$ cat src/rtl/histo_ctrl_pkg.sv
// Shared definitions for the histogram sequencing controller.
// Holds the controller state encoding, the default frame/bin/count sizes and a
// small width helper used to size buffer indices.
package histo_ctrl_pkg;

  localparam int unsigned FRAME_BITS_DFLT = 1024;
  localparam int unsigned NUM_BINS_DFLT   = 16;
  localparam int unsigned CNT_W_DFLT      = 10;

  typedef enum logic [2:0] {
    StIdle,
    StInit,
    StLoad,
    StStream,
    StDrain,
    StRdAddr,
    StRdOut
  } state_e;

  // Index width that stays at least one bit wide for a single-entry buffer.
  function automatic int unsigned idx_width(input int unsigned n);
    return (n > 1) ? $clog2(n) : 1;
  endfunction

endpackage

$ cat src/rtl/histo_ctrl_bitbuf.sv
// Frame bit buffer: captures one frame of bits during load and plays them back
// during streaming.
// Ports:
//   clk      clock
//   wr_en    write strobe (one accepted source bit)
//   wr_idx   write position (acceptance order)
//   wr_data  bit to store
//   rd_idx   playback position
//   rd_data  bit at rd_idx (combinational read)
// Contents are not reset; every entry is rewritten before it is played back.
module histo_ctrl_bitbuf
  import histo_ctrl_pkg::*;
#(
  parameter int unsigned Depth = FRAME_BITS_DFLT,
  parameter int unsigned IdxW  = idx_width(Depth)
) (
  input  logic            clk,
  input  logic            wr_en,
  input  logic [IdxW-1:0] wr_idx,
  input  logic            wr_data,
  input  logic [IdxW-1:0] rd_idx,
  output logic            rd_data
);

  logic [Depth-1:0] mem_q;

  always_ff @(posedge clk) begin
    if (wr_en) begin
      mem_q[wr_idx] <= wr_data;
    end
  end

  assign rd_data = mem_q[rd_idx];

endmodule

$ cat src/rtl/histo_seq_ctrl.sv
// Histogram sequencing controller.
// Loads one frame of bits from an upstream ready/valid stream, replays it to a
// histogram datapath as a contiguous valid burst, waits for the datapath to
// settle, then reads every bin back out over a ready/valid readout port.
// Ports:
//   clk, rst                       clock, synchronous active-high reset
//   start                          frame request (sampled in idle only)
//   src_valid/src_data/src_ready   upstream bit stream
//   hist_init                      one-cycle histogram clear
//   hist_valid/hist_bit            registered bit stream to the datapath
//   hist_addr/hist_data            bin select / bin value (one cycle latency)
//   rd_valid/rd_ready              readout handshake
//   rd_bin/rd_count/rd_last        readout beat contents
//   busy, done                     activity flag, frame-complete pulse
module histo_seq_ctrl
  import histo_ctrl_pkg::*;
#(
  parameter int unsigned FRAME_BITS = FRAME_BITS_DFLT,
  parameter int unsigned NUM_BINS   = NUM_BINS_DFLT,
  parameter int unsigned CNT_W      = CNT_W_DFLT
) (
  input  logic                        clk,
  input  logic                        rst,
  input  logic                        start,
  input  logic                        src_valid,
  input  logic                        src_data,
  output logic                        src_ready,
  output logic                        hist_init,
  output logic                        hist_valid,
  output logic                        hist_bit,
  output logic [$clog2(NUM_BINS)-1:0] hist_addr,
  input  logic [CNT_W-1:0]            hist_data,
  output logic                        rd_valid,
  input  logic                        rd_ready,
  output logic [$clog2(NUM_BINS)-1:0] rd_bin,
  output logic [CNT_W-1:0]            rd_count,
  output logic                        rd_last,
  output logic                        busy,
  output logic                        done
);

  localparam int unsigned IdxW = idx_width(FRAME_BITS);
  localparam int unsigned BcW  = $clog2(FRAME_BITS) + 1;
  localparam int unsigned AddrW = $clog2(NUM_BINS);
  localparam int unsigned NcW  = AddrW + 1;
  localparam logic [BcW-1:0] LastBit = BcW'(FRAME_BITS - 1);
  localparam logic [NcW-1:0] LastBin = NcW'(NUM_BINS - 1);

  state_e           state_q, state_d;
  logic [BcW-1:0]   bit_cnt_q, bit_cnt_d;
  logic [NcW-1:0]   bin_cnt_q, bin_cnt_d;
  logic             hist_valid_q, hist_valid_d;
  logic             hist_bit_q, hist_bit_d;
  logic [AddrW-1:0] hist_addr_q, hist_addr_d;
  logic             rd_valid_q, rd_valid_d;
  logic [CNT_W-1:0] rd_count_q, rd_count_d;
  logic [AddrW-1:0] rd_bin_q, rd_bin_d;
  logic             rd_last_q, rd_last_d;
  logic             done_q, done_d;

  logic             wr_en;
  logic [IdxW-1:0]  rd_idx;
  logic             bitbuf_rdata;

  assign wr_en = (state_q == StLoad) && src_valid;

  histo_ctrl_bitbuf #(
    .Depth (FRAME_BITS),
    .IdxW  (IdxW)
  ) u_bitbuf (
    .clk     (clk),
    .wr_en   (wr_en),
    .wr_idx  (bit_cnt_q[IdxW-1:0]),
    .wr_data (src_data),
    .rd_idx  (rd_idx),
    .rd_data (bitbuf_rdata)
  );

  always_comb begin
    state_d      = state_q;
    bit_cnt_d    = bit_cnt_q;
    bin_cnt_d    = bin_cnt_q;
    hist_addr_d  = hist_addr_q;
    rd_valid_d   = rd_valid_q;
    rd_count_d   = rd_count_q;
    rd_bin_d     = rd_bin_q;
    rd_last_d    = rd_last_q;
    hist_valid_d = 1'b0;
    hist_bit_d   = 1'b0;
    done_d       = 1'b0;
    rd_idx       = '0;

    case (state_q)
      StIdle: begin
        if (start) begin
          state_d = StInit;
        end
      end

      StInit: begin
        bit_cnt_d = '0;
        bin_cnt_d = '0;
        state_d   = StLoad;
      end

      StLoad: begin
        if (src_valid) begin
          bit_cnt_d = bit_cnt_q + BcW'(1);
          if (bit_cnt_q == LastBit) begin
            // Preload the first stream bit so the registered outputs line up
            // with the first STREAM cycle; a one-bit frame has not been
            // written yet, so take it straight from the source.
            state_d      = StStream;
            bit_cnt_d    = '0;
            hist_valid_d = 1'b1;
            hist_bit_d   = (bit_cnt_q == '0) ? src_data : bitbuf_rdata;
          end
        end
      end

      StStream: begin
        if (bit_cnt_q == LastBit) begin
          state_d   = StDrain;
          bit_cnt_d = '0;
        end else begin
          // Look one bit ahead: the output registers present it next cycle.
          bit_cnt_d    = bit_cnt_q + BcW'(1);
          rd_idx       = IdxW'(bit_cnt_q + BcW'(1));
          hist_valid_d = 1'b1;
          hist_bit_d   = bitbuf_rdata;
        end
      end

      StDrain: begin
        if (bit_cnt_q == BcW'(1)) begin
          state_d     = StRdAddr;
          bit_cnt_d   = '0;
          bin_cnt_d   = '0;
          hist_addr_d = '0;
        end else begin
          bit_cnt_d = bit_cnt_q + BcW'(1);
        end
      end

      StRdAddr: begin
        state_d = StRdOut;
      end

      StRdOut: begin
        if (!rd_valid_q) begin
          // Entry cycle: hist_data now reflects hist_addr from RD_ADDR.
          rd_valid_d = 1'b1;
          rd_count_d = hist_data;
          rd_bin_d   = bin_cnt_q[AddrW-1:0];
          rd_last_d  = (bin_cnt_q == LastBin);
        end else if (rd_ready) begin
          rd_valid_d = 1'b0;
          if (rd_last_q) begin
            done_d  = 1'b1;
            state_d = StIdle;
          end else begin
            bin_cnt_d   = bin_cnt_q + NcW'(1);
            hist_addr_d = AddrW'(bin_cnt_q + NcW'(1));
            state_d     = StRdAddr;
          end
        end
      end

      default: begin
        state_d = StIdle;
      end
    endcase
  end

  always_ff @(posedge clk) begin
    if (rst) begin
      state_q      <= StIdle;
      bit_cnt_q    <= '0;
      bin_cnt_q    <= '0;
      hist_valid_q <= 1'b0;
      hist_bit_q   <= 1'b0;
      hist_addr_q  <= '0;
      rd_valid_q   <= 1'b0;
      rd_count_q   <= '0;
      rd_bin_q     <= '0;
      rd_last_q    <= 1'b0;
      done_q       <= 1'b0;
    end else begin
      state_q      <= state_d;
      bit_cnt_q    <= bit_cnt_d;
      bin_cnt_q    <= bin_cnt_d;
      hist_valid_q <= hist_valid_d;
      hist_bit_q   <= hist_bit_d;
      hist_addr_q  <= hist_addr_d;
      rd_valid_q   <= rd_valid_d;
      rd_count_q   <= rd_count_d;
      rd_bin_q     <= rd_bin_d;
      rd_last_q    <= rd_last_d;
      done_q       <= done_d;
    end
  end

  assign src_ready  = (state_q == StLoad);
  assign hist_init  = (state_q == StInit);
  assign busy       = (state_q != StIdle);
  assign hist_valid = hist_valid_q;
  assign hist_bit   = hist_bit_q;
  assign hist_addr  = hist_addr_q;
  assign rd_valid   = rd_valid_q;
  assign rd_count   = rd_count_q;
  assign rd_bin     = rd_bin_q;
  assign rd_last    = rd_last_q;
  assign done       = done_q;

endmodule
$ cat config.mk
export PLATFORM = sky130hd
export DESIGN_NAME = histo_seq_ctrl
export DESIGN_NICKNAME = d
export VERILOG_FILES = /design/src/rtl/histo_ctrl_pkg.sv /design/src/rtl/histo_ctrl_bitbuf.sv /design/src/rtl/histo_seq_ctrl.sv
export SDC_FILE = /design/constraint.sdc
export NUM_CORES = 2
export LEC_CHECK = 0
export BUFFER_PORTS_ARGS = -buffer_cell sky130_fd_sc_hd__buf_2
export CORE_MARGIN = 1
export CORE_UTILIZATION = 48
export DETAILED_ROUTE_END_ITERATION = 8
export PLACE_DENSITY = 0.65
export SLEW_MARGIN = 40
export SYNTH_ARGS = -nofsm -noshare
export SYNTH_HDL_FRONTEND = slang
export SYNTH_SLANG_ARGS = --single-unit
$ cat constraint.sdc
create_clock -name clk -period 5 [get_ports clk]
set_input_delay 0.75 -clock clk [delete_from_list [all_inputs] [get_ports clk]]
set_output_delay 0.75 -clock clk [all_outputs]
set_load 0.1 [all_outputs]
==> metrics.csv <==
stage;metric;value;unit
status;status;finished clean;
power;vdd_ir_drop_max;0.000265;V
clocking;cts.sinks;1066;
routing;drtIter0Drc;5691;
worst_setup_path;worstPathCellList;ha_1 > nand4_4 > o31ai_4 > buf_12 > buf_4 > nand2_1 > and3_1 > a2111oi_0 > a311oi_1 > o311ai_0 > nand4_1 > a32oi_1 > o211a_1;
synth;synth_top_area_share;65.1;%
global_routing;antenna_found_initial;4;
synth;ys_warn_count;0;
synth;synth_flop_cell;edfxtp_1;
timing;rsz0062_at_grt;no;
synth;ys_seq_area_share;66.9;%
place;dp_hpwl;78900;um
clocking;clkSlewWorstSetupHoldPaths;0.06;ns
clocking;cts_resized;0;
floorplanning;fp-row-count;114;
worst_setup_path;crit_path_start_kind;register;
hold_path;min_path_type;input port to register;
global_routing;grt_pass1_wl;213000;um
floorplanning;die-area;99700;um^2
routing;wire_per_inst;27.4;um
synth;synth_edf_count;1024;
global_routing;grt_usage;29.2;%
timing;slew_headroom;34.9;%
worst_setup_path;crit_fanout;48;
synth;synth.most_common_cell;nor2_1;
synth;avgSynthCellArea;11.4;um^2
routing;vias;34400;
synth;syn-num-nets;4166;
worst_setup_path;arrival;5.07;ns
clocking;cts_tree;built;
layout;fin_nets;4047;
global_routing;grt_pass1_vias;31300;
floorplanning;initial_core_util;48.6;%
timing;setup_tns;0;ns
timing;setup_violations;0;
job;cap_violations;0;
synth;async_reset_ff_share;0;%
global_routing;use_met2;45.0;%
global_routing;grt_max_degree;220;
global_routing;grtUsageMet3;5.46;%
clocking;cts_buffers;107;
synth;synthTopCellsByCount;nor2_1, edfxtp_1, nand2_1;
worst_setup_path;max_stage_delay;0.57;ns
layout;drive_gt1_share;11.1;%
synth;syn_inst;4144;
power;power.leakage;15.9;nW
worst_setup_path;worst_path_max_delay_cell;a2111oi_0;
power;p_per_area;356;nW/um^2
synth;synth_top_area_cell;edfxtp_1;
floorplanning;dieHeight;316;um
global_routing;use_met1;41.6;%
clocking;cts_root_buf;clkbuf_16;
worst_setup_path;worstSetupPathType;register to register;
clocking;cts_max_path_buffers;3;
place;numPortBuffers;41;
global_routing;grt-busiest-layer;met2;
synth;yosysUniqueCellTypes;81;
synth;netlist_area;47200;um^2
layout;finalNonFillerCells;5390;
floorplanning;die_w;316;um
routing;firstDrtPassIters;6;
layout;syn_to_final_growth;10.6;%
place;dpl.cell_count;5192;
floorplanning;coreArea;97100;um^2
clocking;ctsHoldBuffers;0;
timing;skew;0.0240;ns
place;gp_routability_congestion;0.913;
clocking;insertion_delay;0.70;ns
routing;antenna_left;0;
timing;tightestPinTransition;0.977;ns
timing;fin_crit_sh;88.6;%
clocking;htree_levels;3;
worst_setup_path;end_kind;register;
synth;ys_ff_latch;1066;
clocking;post_cts.repair.setup_buffers;0;
floorplanning;ios;42;
routing;viasPerCell;6.38;
timing;max_freq;226;MHz
timing;slew_violations;0;
global_routing;globalRouteOverflowTotal;0;
synth;synth_area_leaders;edfxtp_1, nor2_1, nand2_1;
routing;post-route-drc-count;0;
routing;wirelength;148000;um
timing;hold_violations;0;
worst_setup_path;required;5.64;ns
timing;layout_min_cycle_time;4.43;ns
## worst paths after layout
path                            slack [ns]                  endpoint                 startpoint  cells past startpoint
worst max-delay path                  0.57       hist_bit$_SDFF_PP0_  bit_cnt_q[1]$_SDFFE_PP0P_                     13
worst min-delay path                  0.30  rd_count[9]$_SDFFE_PP0P_               hist_data[9]                      3
worst max register to register        0.57       hist_bit$_SDFF_PP0_  bit_cnt_q[1]$_SDFFE_PP0P_                     13
worst min register to register        0.45  rd_count[2]$_SDFFE_PP0P_   rd_count[2]$_SDFFE_PP0P_                      2
## metal layers
metal / part of all wire [%] / vias to the layer above / wire [um]
met5: 0.016 / - / 23
met4: 3.8 / 4 / 5550
met3: 12 / 353 / 17500
met2: 45 / 2193 / 66800
met1: 39 / 17200 / 57800
li1: - / 14700 / -
## stage by stage
stage | hold WS, ns | util (%) | total power [mW] | worst slack (ns) | area, um^2
2_1_floorplan | 0.457 | - | 10.4 | 1.07 | 47200
5_1_grt | 0.304 | 53.8 | 19.0 | 0.344 | 52200
3_3_place_gp | 0.440 | 50.1 | 10.7 | 0.799 | 48600
3_5_place_dp | 0.444 | 50.1 | 10.7 | 0.761 | 48700
4_1_cts | 0.275 | 53.7 | 18.6 | 0.737 | 52200
6_report | 0.305 | 53.8 | 18.6 | 0.569 | 52200
## area by class of cell
type | instances | area (um^2)
sequential | 1066 | 31600
inverter | 8 | 31.3
clock buffer | 136 | 2970
antenna | 1 | 2.50
fill | 8183 | 44900
timing repair buffer | 171 | 1380
multi-input combinational | 2671 | 14100
clock inverter | 61 | 532
tap | 1276 | 1600
## state kept, by name (all words and copies together) (netlist names)
signal / flops
done: 1
hist_valid: 1
rd_last: 1
state_q: 3
rd_count: 10
hist_bit: 1
rd_valid: 1
bin_cnt_q: 5
bit_cnt_q: 11
u_bitbuf.mem_q: 1024
hist_addr: 4
rd_bin: 4
## cells in the final DEF, fill, tap and decap left out, types with 26 or more instances in the layout
cell type  instances
edfxtp_1        1024
nand2_1          449
nand3_1          150
o21ai_0           50
a32oi_1           26
a21oi_1          138
clkinv_2          27
buf_2             40
dfxtp_1           41
nand2_2           45
a221oi_1          54
a22oi_1           33
a31oi_1           76
buf_4            114
nor2_1          1084
mux2i_1          131
o211ai_1          58
clkbuf_16        114
and3_1            40
## worst max-delay path: cells and delay by family, from the launching register on
family	cells	cell delay [ns]
AND/OR/NAND/NOR	4	0.94
buffers and inverters	2	0.62
flip-flops	1	0.45
AO/OA/AOI/OAI	6	1.85
adder cells (fa/ha/maj)	1	0.49
## where the power goes
group | total (mW) | internal, mW | leakage (nW) | switching [mW]
combinational | 0.737 | 0.167 | 4.59 | 0.569
sequential | 9.79 | 9.78 | 9.54 | 0.00916
clock | 8.08 | 4.60 | 1.74 | 3.48
## cells by family after synthesis
| logic type | count (synthesis) | share of synthesized area [%] |
|---|---|---|
| fa+ha+maj | 6 | 0.159 |
| buf+inv | 407 | 3.83 |
| mux | 155 | 3.37 |
| compound gates | 608 | 9.16 |
| xor+xnor | 11 | 0.220 |
| flops | 1066 | 66.9 |
| simple gates | 1891 | 16.4 |
Note: power is estimated with default switching activity, not from simulation.
